[src/rtl/spi_main.sv]
// SPI host for an encrypt/decrypt slave pair: per-slave KEY -> DATA -> READ frame sequencing.
// Latency: done pulses frame length + 1 cycles after start; start is ignored while busy, never queued.
module spi_main (
  input  logic         clk,
  input  logic         rst_n,
  input  logic         start,
  input  logic         sel,
  input  logic [0:257] tx,
  input  logic [0:1]   miso,
  output logic [0:127] rx,
  output logic [0:1]   cs_n,
  output logic         sclk,
  output logic         mosi,
  output logic         done
);

  localparam logic [1:0] S_IDLE   = 2'd0;
  localparam logic [1:0] S_SHIFT  = 2'd1;
  localparam logic [1:0] S_FINISH = 2'd2;

  localparam logic [1:0] P_KEY  = 2'd0;
  localparam logic [1:0] P_DATA = 2'd1;
  localparam logic [1:0] P_READ = 2'd2;

  logic [1:0]   state;
  logic         sel_q;
  logic [1:0]   phase0;
  logic [1:0]   phase1;
  logic [0:257] sh;
  logic [0:127] rd_sh;
  logic [8:0]   cnt;

  logic [1:0]   req_phase;
  logic [1:0]   act_phase;
  logic [0:257] frame;
  logic [8:0]   last_idx;

  function automatic logic [1:0] next_phase(input logic [1:0] p);
    return (p == P_READ) ? P_KEY : 2'(p + 2'd1);
  endfunction

  assign req_phase = sel   ? phase1 : phase0;
  assign act_phase = sel_q ? phase1 : phase0;

  // Frame is left-aligned so bit 0 of the shift register is always the next mosi bit.
  always_comb begin
    frame    = '0;
    last_idx = 9'd127;
    case (req_phase)
      P_KEY: begin
        case (tx[0:1])
          2'b00: begin
            frame    = {tx[0:1], tx[130:257], 128'b0};
            last_idx = 9'd129;
          end
          2'b01: begin
            frame    = {tx[0:1], tx[66:257], 64'b0};
            last_idx = 9'd193;
          end
          default: begin
            frame    = tx;
            last_idx = 9'd257;
          end
        endcase
      end
      P_DATA: frame = {tx[130:257], 130'b0};
      default: frame = '0;
    endcase
  end

  always_ff @(posedge clk or negedge rst_n) begin
    if (!rst_n) begin
      state  <= S_IDLE;
      sel_q  <= 1'b0;
      phase0 <= P_KEY;
      phase1 <= P_KEY;
      sh     <= '0;
      rd_sh  <= '0;
      cnt    <= '0;
      rx     <= '0;
    end else begin
      case (state)
        S_IDLE: begin
          if (start) begin
            sel_q <= sel;
            sh    <= frame;
            cnt   <= last_idx;
            state <= S_SHIFT;
          end
        end
        S_SHIFT: begin
          sh    <= {sh[1:257], 1'b0};
          rd_sh <= {rd_sh[1:127], miso[sel_q]};
          cnt   <= cnt - 9'd1;
          if (cnt == 9'd0) begin
            state <= S_FINISH;
            // Capture includes the sample taken on this final edge.
            if (act_phase == P_READ) rx <= {rd_sh[1:127], miso[sel_q]};
          end
        end
        S_FINISH: begin
          state <= S_IDLE;
          if (sel_q) phase1 <= next_phase(phase1);
          else       phase0 <= next_phase(phase0);
        end
        default: state <= S_IDLE;
      endcase
    end
  end

  assign cs_n = (state != S_SHIFT) ? 2'b11 : (sel_q ? 2'b10 : 2'b01);
  assign mosi = (state == S_SHIFT) & sh[0];
  assign done = (state == S_FINISH);
  assign sclk = clk & (state == S_SHIFT);

endmodule

[config.mk]
export PLATFORM = sky130hd
export DESIGN_NAME = spi_main
export DESIGN_NICKNAME = d
export VERILOG_FILES = /design/src/rtl/spi_main.sv
export SDC_FILE = /design/constraint.sdc
export NUM_CORES = 1
export LEC_CHECK = 0
export CAP_MARGIN = 20
export CORE_ASPECT_RATIO = 0.8
export CORE_MARGIN = 3
export CORE_UTILIZATION = 30
export CTS_CLUSTER_DIAMETER = 50
export CTS_CLUSTER_SIZE = 30
export DETAILED_ROUTE_END_ITERATION = 8
export SLEW_MARGIN = 20
export SYNTH_ARGS = -nofsm -noshare
export SYNTH_HDL_FRONTEND = slang
export SYNTH_SLANG_ARGS = --single-unit
[constraint.sdc]
create_clock -name clk -period 3.78 [get_ports clk]
set_clock_uncertainty 0.15 [all_clocks]
set_input_delay 0.756 -clock clk [delete_from_list [all_inputs] [get_ports clk]]
set_output_delay 0.756 -clock clk [all_outputs]
set_load 0.02 [all_outputs]
## Word level (Yosys, flattened, before mapping)

Index checks and enable logic that the tools add are counted.

| operators by class | value |
|---|---|
| add/subtract/negate cells | 3 |
| $lt $le $gt $ge | 1 |
| eq/ne operators | 10 |
| mux-type cells | 20 |
| bitwise gates (word level) | 4 |
| reduce and logical (&&, ||, !) cells | 11 |

Operator list:

| operator | count |
|---|---|
| 258-bit one-hot mux with 2 select lines | 2 |
| 256-bit one-hot mux with 2 select lines | 1 |
| 258-bit two-way mux | 1 |
| 9-bit one-hot mux with 2 select lines | 2 |
| 9-bit two-way mux | 2 |
| 2-bit two-way mux | 8 |
| 2-bit AND reduction | 5 |
| 9-bit logical NOT | 1 |
| 9-bit by 1-bit subtractor with 9-bit output, second input constant | 1 |
| 2-bit == test, second input constant | 4 |
| 2-bit by 1-bit == test with 1-bit output, second input constant | 3 |
| 2-bit logical NOT | 3 |
| 2-bit by 1-bit adder with 2-bit output, second input constant | 2 |
| 2-bit != test, second input constant | 2 |
| 2-bit one-hot mux with 2 select lines | 1 |
| 1-bit two-way mux | 3 |
| 3-bit AND reduction | 1 |
| 1-bit bitwise AND | 2 |
| 2-bit greater-or-equal comparator, second input constant | 1 |
| 2-bit by 1-bit != test with 1-bit output, second input constant | 1 |
| 1-bit inverter with 2-bit output | 1 |
| 2-bit nonzero test | 1 |
| 1-bit inverter | 1 |

| storage, ports and cells | value |
|---|---|
| register bits after elaboration | 529 |
| input port bits | 264 |
| output and inout bits | 133 |
| word-level logic and storage cells | 57 |

## Depth between registers and ports, before layout

Gate-level depths: netlist of run 1.

| logic depth | value |
|---|---|
| word-level depth | 5 |
| depth in mapped cells | 8 |
| mapped depth without buffers | 6 |

==> metrics.txt, run 1 <==
# TYPE chip_impl_metric gauge
chip_impl_metric{name="critical_path.max_fanout",unit=""} 2
chip_impl_metric{name="power.leakage",unit="nW"} 15.3
chip_impl_info{name="worst_setup_path_start_kind",value="clock port"} 1
chip_impl_info{name="worst_path_max_delay_cell",value="clkdlybuf4s50_1"} 1
chip_impl_metric{name="clkSlewWorstSetupHoldPaths",unit="ns"} 0.08
chip_impl_metric{name="synth-warning-count",unit=""} 0
chip_impl_metric{name="grt_overflow",unit=""} 0
chip_impl_metric{name="grt_max_degree",unit=""} 199
chip_impl_metric{name="cp_data_required_time",unit="ns"} 2.87
chip_impl_metric{name="gp_congestion",unit=""} 0.811
chip_impl_metric{name="detailedPlace.worstSlack",unit="ns"} 0.352
chip_impl_metric{name="dp_hpwl",unit="um"} 52600
chip_impl_metric{name="die_area",unit="mm^2"} 0.0895
chip_impl_metric{name="drv.max_cap_violation_count",unit=""} 0
chip_impl_info{name="mostFrequentLayoutCell",value="nand2_1"} 1
chip_impl_metric{name="num-fill-cells",unit=""} 8324
chip_impl_metric{name="floorplan.initialDensity",unit=""} 0.305
chip_impl_metric{name="grtUsageTotal",unit=""} 0.176
chip_impl_info{name="rsz_0062_raised_after_global_routing",value="false"} 1
chip_impl_metric{name="arrival",unit="ns"} 2.79
chip_impl_metric{name="timing.setup.tns",unit="ns"} 0
chip_impl_metric{name="firstDrtPassIters",unit=""} 6
chip_impl_metric{name="sequentialPowerShare",unit=""} 0.446
chip_impl_metric{name="portBuffers",unit=""} 396
chip_impl_metric{name="yosys_register_bits",unit=""} 529
chip_impl_metric{name="grt_pass1_vias",unit=""} 20600
chip_impl_metric{name="placement_rows",unit=""} 95
chip_impl_metric{name="relSlewSlack",unit=""} 0.215
chip_impl_metric{name="synth-async-reset-ratio",unit=""} 1.00
chip_impl_metric{name="synth_enable_flop_cells",unit=""} 0
chip_impl_metric{name="final_hold_viol_count",unit=""} 0
chip_impl_metric{name="detail_route.iter0.violations",unit=""} 1748
chip_impl_metric{name="sequential_cell_area",unit="mm^2"} 0.0132
chip_impl_metric{name="setup_viol",unit=""} 0
chip_impl_metric{name="final_layout_size_suffix_gt1_frac",unit=""} 0.107
chip_impl_info{name="hold_start",value="rd_sh[113]$_DFFE_PN0P_"} 1
chip_impl_metric{name="power.switching_fraction",unit=""} 0.309
chip_impl_metric{name="share_of_yosys_cell_area_claimed_by_the_top_area_cell_type",unit=""} 0.513
chip_impl_metric{name="antenna_found_initial",unit=""} 7
chip_impl_metric{name="yosysSeqAreaShare",unit=""} 0.513
chip_impl_metric{name="yosys.cell_types.count",unit=""} 50
chip_impl_metric{name="final_cell_count_no_fill",unit=""} 4014
chip_impl_metric{name="vias_per_cell",unit=""} 5.25
chip_impl_metric{name="cellPowerDensity",unit="mW/mm^2"} 529
chip_impl_metric{name="mean_post_synth_cell_area",unit="um^2"} 10.0
chip_impl_metric{name="finalMaxSlewViolations",unit=""} 0
chip_impl_info{name="cp_cell_sequence",value="clkbuf_16, clkbuf_16, and2_1, clkdlybuf4s50_1"} 1
chip_impl_metric{name="core_area",unit="mm^2"} 0.0846
chip_impl_metric{name="routed-via-count",unit=""} 21100
chip_impl_metric{name="remaining_drc_errors",unit=""} 0
chip_impl_metric{name="syn-instance-count",unit=""} 2574
chip_impl_metric{name="net-switching-power",unit="W"} 0.00542
chip_impl_info{name="synthTopCellsByArea",value="dfrtp_1, nand2_1, a22oi_1, mux2_4, mux2i_1"} 1
chip_impl_metric{name="comb_power_share",unit=""} 0.181
chip_impl_info{name="setup.worst_path.end_class",value="primary output"} 1
chip_impl_metric{name="wire_length_of_the_first_global_routing_pass",unit="um"} 126000
chip_impl_info{name="cp_common_cell",value="clkbuf_16"} 1
chip_impl_info{name="worst_setup_path_startpoint",value="clk"} 1
chip_impl_metric{name="critPathMaxStageDelay",unit="ns"} 0.53
chip_impl_info{name="tritoncts",value="built"} 1
chip_impl_metric{name="die_height",unit="um"} 268
chip_impl_metric{name="route.antenna.remaining_nets",unit=""} 0
chip_impl_metric{name="placed_cells_incl_taps",unit=""} 3900
chip_impl_metric{name="postCtsResizedCells",unit=""} 0
chip_impl_metric{name="internal-power",unit="W"} 0.0121
chip_impl_info{name="post-synth-top-area-cell",value="dfrtp_1"} 1
chip_impl_info{name="ys_dominant_reg_cell",value="dfrtp_1"} 1
chip_impl_metric{name="routed_wl",unit="um"} 80200
chip_impl_metric{name="final_critical_path_setup_slack",unit="ns"} 0.0880
chip_impl_metric{name="post_synthesis_instance_area",unit="mm^2"} 0.0258
chip_impl_info{name="timing.rr.start",value="cnt[0]$_DFFE_PN0P_"} 1
chip_impl_info{name="grt-busiest-layer",value="met2"} 1
chip_impl_metric{name="vdd_ir_drop_max",unit="mV"} 0.322
chip_impl_metric{name="die_w",unit="um"} 334
chip_impl_metric{name="clock_power_share",unit=""} 0.373
chip_impl_metric{name="multi_input_area",unit="mm^2"} 0.0116
chip_impl_metric{name="number_of_top_level_design_ports",unit=""} 397
chip_impl_metric{name="worst_slew_pin_slew",unit="ns"} 1.18
chip_impl_metric{name="synth.net_count",unit=""} 2839
chip_impl_metric{name="worstSkewPairLatency",unit="ns"} 0.76
chip_impl_info{name="criticalPathCategory",value="clk -> out"} 1
chip_impl_metric{name="post_drt_wl_per_cell",unit="um"} 20.0
chip_impl_metric{name="grt.met1_usage",unit=""} 0.258
chip_impl_metric{name="grt_util_met2",unit=""} 0.260
chip_impl_metric{name="finalNetCount",unit=""} 3114
chip_impl_metric{name="global_route.usage.met3",unit=""} 0.0418
chip_impl_info{name="mostFrequentLayoutCells",value="nand2_1, dfrtp_1, clkdlybuf4s50_1"} 1
chip_impl_info{name="min-delay-path-class",value="reg -> reg"} 1
chip_impl_metric{name="syn_to_final_growth",unit="%"} 28.4
chip_impl_info{name="outcome",value="complete, no violations"} 1
flip-flops by register name (all words and copies together), names as in the netlist:
name,count
phase1,2
sh,258
cnt,9
rd_sh,127
state,2
phase0,2
sel_q,1
rx,128
worst max-delay path: cells and delay by family:
kind          cells  cell delay [ns]
buf+inv           3             0.78
simple gates      1             0.12
synth_stat cells (all sizes together) (2+ instances only):
library cell  instances
a31oi                65
nand3                64
or3                   2
mux2                131
nand2b                3
a21o                  4
dfrtp               529
or3b                  3
o211ai               65
buf                  86
nor3                  3
mux2i               128
nand2               582
and2                 64
a21oi                77
a22oi               254
clkbuf              144
a222oi                2
nor2                 74
a311oi                2
o21ai               196
nor2b                 2
a221oi               64
inv                   8
nand3b                2
area by class of cell:
type                            instances  share of cell area
Antenna cell                            1           0.0000756
Inverter                                8            0.000983
Clock buffer                           68              0.0489
Sequential cell                       529               0.400
Clock inverter                         45              0.0194
Timing Repair Buffer                  441               0.139
Tap cell                             1115              0.0421
Multi-Input combinational cell       1807               0.349
through the flow:
step,util,cell area (um^2),total power (W),hold slack (ns)
after floorplan,-,25800,0.00983,0.296
after global placement,0.364,30800,0.0110,0.309
after detailed placement,0.364,30800,0.0111,0.320
after CTS,0.391,33100,0.0177,0.338
after global routing,0.391,33100,0.0185,0.357
final,0.391,33100,0.0175,0.343
routing by layer:
layer | vias up | part of all wire
met2 | 678 | 0.44
li1 | 9822 | -
met4 | 14 | 0.018
met1 | 10400 | 0.48
met3 | 101 | 0.069
met5 | - | 0.0010
final timing paths:
path	to	slack, ns	cells after the start
max	sclk	0.09	4
min	rd_sh[112]$_DFFE_PN0P_	0.34	2
max reg2reg	rx[13]$_DFFE_PN0P_	0.96	7
min reg2reg	rd_sh[112]$_DFFE_PN0P_	0.34	2
max in group asynchronous	sh[164]$_DFFE_PN0P_	2.10	3
min in group asynchronous	rx[44]$_DFFE_PN0P_	0.44	2
logic make-up (layout without fill, tap and decap cells):
| logic type | Yosys count | count (layout) | share of synthesized area |
|---|---|---|---|
| fa+ha+maj | 1 | 1 | 0.000485 |
| mux | 259 | 259 | 0.124 |
| simple gates | 807 | 807 | 0.130 |
| other cells | 0 | 1 | 0 |
| flops | 529 | 529 | 0.513 |
| compound gates | 740 | 740 | 0.190 |
| buf+inv | 238 | 562 | 0.0416 |
repair_timing:
item	4_1_cts	5_1_grt
hold buffers	1	0
endpoints found under the hold margin	56	0
buffers inserted	0	0
power groups by stage:
stage / Combinational [W] / Sequential, W / Clock (W)
3_5_place_dp: 0.00318 / 0.00789 / 0.0000430
2_1_floorplan: 0.00217 / 0.00763 / 0.0000231
4_1_cts: 0.00320 / 0.00779 / 0.00672
5_1_grt: 0.00359 / 0.00797 / 0.00696
6_report: 0.00316 / 0.00781 / 0.00654
3_3_place_gp: 0.00311 / 0.00786 / 0.0000430
No activity file was read; power rests on OpenSTA's default activity.
==> run 2, diff against run 1 <==
- CTS_CLUSTER_DIAMETER: 50 -> 60
==> metrics.txt, run 2 (synthesized netlist as in run 1, its figures left out) <==
# TYPE chip_impl_metric gauge
chip_impl_metric{name="antenna_found_initial",unit=""} 8
chip_impl_metric{name="floorplan.initialDensity",unit=""} 0.305
chip_impl_metric{name="finalMaxSlewViolations",unit=""} 0
chip_impl_info{name="rr_endpoint",value="rx[13]$_DFFE_PN0P_"} 1
chip_impl_metric{name="sequential_cell_area",unit="mm^2"} 0.0132
chip_impl_metric{name="final_layout_size_suffix_gt1_frac",unit=""} 0.0982
chip_impl_metric{name="die_w",unit="um"} 334
chip_impl_info{name="min-delay-path-class",value="reg -> reg"} 1
chip_impl_metric{name="remaining_drc_errors",unit=""} 0
chip_impl_metric{name="routed_wl",unit="um"} 79700
chip_impl_metric{name="die_height",unit="um"} 268
chip_impl_metric{name="post_drt_wl_per_cell",unit="um"} 20.0
chip_impl_info{name="mostFrequentLayoutCell",value="nand2_1"} 1
chip_impl_metric{name="vias_per_cell",unit=""} 5.25
chip_impl_info{name="criticalPathCategory",value="clk -> out"} 1
chip_impl_info{name="critical_path.endpoint",value="sclk"} 1
chip_impl_metric{name="core_area",unit="mm^2"} 0.0846
chip_impl_metric{name="setup.reg_to_reg.worst_slack",unit="ns"} 0.96
chip_impl_metric{name="grt_pass1_vias",unit=""} 20500
chip_impl_metric{name="grtUsageTotal",unit=""} 0.175
chip_impl_metric{name="syn_to_final_growth",unit="%"} 26.3
chip_impl_metric{name="grt_max_degree",unit=""} 199
chip_impl_metric{name="drv.max_cap_violation_count",unit=""} 0
chip_impl_metric{name="final_hold_viol_count",unit=""} 0
chip_impl_metric{name="detailed_place.area",unit="mm^2"} 0.0308
chip_impl_info{name="hold_start",value="cnt[8]$_DFFE_PN0P_"} 1
chip_impl_metric{name="wire_length_of_the_first_global_routing_pass",unit="um"} 125000
chip_impl_metric{name="multi_input_area",unit="mm^2"} 0.0116
chip_impl_metric{name="cellPowerDensity",unit="mW/mm^2"} 501
chip_impl_metric{name="worst-r2r-cell-count",unit=""} 7
chip_impl_metric{name="dp_hpwl",unit="um"} 52600
chip_impl_metric{name="postCtsResizedCells",unit=""} 0
chip_impl_metric{name="worst_slew_pin_slew",unit="ns"} 1.20
chip_impl_metric{name="placement_rows",unit=""} 95
chip_impl_info{name="worst_setup_path_start_kind",value="clock port"} 1
chip_impl_metric{name="relSlewSlack",unit=""} 0.202
chip_impl_info{name="worst_setup_path_startpoint",value="clk"} 1
chip_impl_metric{name="vdd_ir_drop_max",unit="mV"} 0.262
chip_impl_metric{name="gp_congestion",unit=""} 0.811
chip_impl_metric{name="num-fill-cells",unit=""} 8352
chip_impl_info{name="tritoncts",value="built"} 1
chip_impl_metric{name="portBuffers",unit=""} 396
chip_impl_info{name="mostFrequentLayoutCells",value="nand2_1, dfrtp_1, clkdlybuf4s50_1"} 1
chip_impl_metric{name="power.leakage",unit="nW"} 15.0
chip_impl_info{name="max_flop_register",value="sh"} 1
chip_impl_metric{name="clkSlewWorstSetupHoldPaths",unit="ns"} 0.09
chip_impl_metric{name="number_of_top_level_design_ports",unit=""} 397
chip_impl_metric{name="post-cts-setup-buffer-count",unit=""} 0
chip_impl_metric{name="routed-via-count",unit=""} 20900
chip_impl_info{name="registers_with_the_highest_flip_flop_counts",value="sh x258, rx x128, rd_sh x127"} 1
chip_impl_metric{name="setup_viol",unit=""} 0
chip_impl_metric{name="finalInstanceArea",unit="mm^2"} 0.0326
chip_impl_info{name="timing.rr.start",value="cnt[1]$_DFFE_PN0P_"} 1
chip_impl_metric{name="firstDrtPassIters",unit=""} 5
chip_impl_metric{name="worstSkewPairLatency",unit="ns"} 0.72
chip_impl_metric{name="route.antenna.remaining_nets",unit=""} 0
chip_impl_metric{name="arrival",unit="ns"} 2.79
chip_impl_metric{name="timing.setup.tns",unit="ns"} 0
chip_impl_metric{name="cp_data_required_time",unit="ns"} 2.87
chip_impl_metric{name="finalNetCount",unit=""} 3101
chip_impl_metric{name="final_total_pwr",unit="W"} 0.0163
chip_impl_metric{name="grt_overflow",unit=""} 0
chip_impl_info{name="outcome",value="complete, no violations"} 1
chip_impl_metric{name="detail_route.iter0.violations",unit=""} 1944
chip_impl_metric{name="critical_path.max_fanout",unit=""} 2
chip_impl_metric{name="largest_register_ffs",unit=""} 258
chip_impl_info{name="setup.worst_path.end_class",value="primary output"} 1
chip_impl_metric{name="die_area",unit="mm^2"} 0.0895
chip_impl_info{name="rsz_0062_raised_after_global_routing",value="false"} 1
==> run 2: cell count changes in the layout (fill, tap and decap cells not counted), moves of 2 or more <==
cell       before  now
clkbuf_16      62   49
clkbuf_8        5    3
clkinv_4        5    3
clkinv_8       10    6
inv_12          4    2
inv_16          6    4
inv_8           6    3
==> run 2: final cells by class <==
type / instances / area share
Clock inverter: 33 / 0.0141
Antenna cell: 2 / 0.000154
Timing Repair Buffer: 441 / 0.142
Inverter: 8 / 0.000999
Clock buffer: 53 / 0.0389
Multi-Input combinational cell: 1807 / 0.355
Sequential cell: 529 / 0.406
Tap cell: 1115 / 0.0428
==> run 2: routing by layer <==
metal | part of all wire | vias to the layer above | global-route usage
met5 | 0.0012 | - | 0
met4 | 0.016 | 14 | 0.0379
met3 | 0.066 | 92 | 0.0394
met2 | 0.44 | 657 | 0.261
met1 | 0.48 | 10400 | 0.257
li1 | - | 9775 | -
==> run 2: where the power goes <==
part           total (W)  internal, W  switching (W)  leakage, nW
Combinational    0.00316      0.00157        0.00159         7.10
Clock            0.00536      0.00275        0.00261        0.832
Sequential       0.00780      0.00697       0.000830         7.06
==> run 2: per-stage QoR <==
| step | util | instances | setup WS [ns] | hold WS [ns] |
|---|---|---|---|---|
| 3_3_place_gp | 0.364 | 3900 | 0.352 | 0.309 |
| 5_1_grt | 0.385 | 3986 | 0.0522 | 0.315 |
| 3_5_place_dp | 0.364 | 3900 | 0.352 | 0.320 |
| 6_report | 0.385 | 3988 | 0.0875 | 0.303 |
| 2_1_floorplan | - | 2574 | 0.801 | 0.296 |
| 4_1_cts | 0.385 | 3986 | 0.0765 | 0.313 |
==> run 2: how the worst min path moves through the flow <==
stage,slack (ns),depth (start not counted),endpoint
3_5_place_dp,0.32,2,rd_sh[1]$_DFFE_PN0P_
2_1_floorplan,0.30,2,rd_sh[1]$_DFFE_PN0P_
3_3_place_gp,0.31,2,rd_sh[1]$_DFFE_PN0P_
4_1_cts,0.31,1,state[1]$_DFFE_PN0P_
5_1_grt,0.31,1,state[1]$_DFFE_PN0P_
6_report,0.30,1,state[1]$_DFFE_PN0P_
==> run 2: worst max-delay path, cell delays in order <==
cell             delay, ns
clkbuf_16             0.12
clkbuf_16             0.13
and2_1                0.12
clkdlybuf4s50_1       0.53
==> run 2: timing repair <==
action	in CTS	in global routing
hold buffers	1	0
hold endpoints to repair	56	0
setup endpoints to repair	0	0
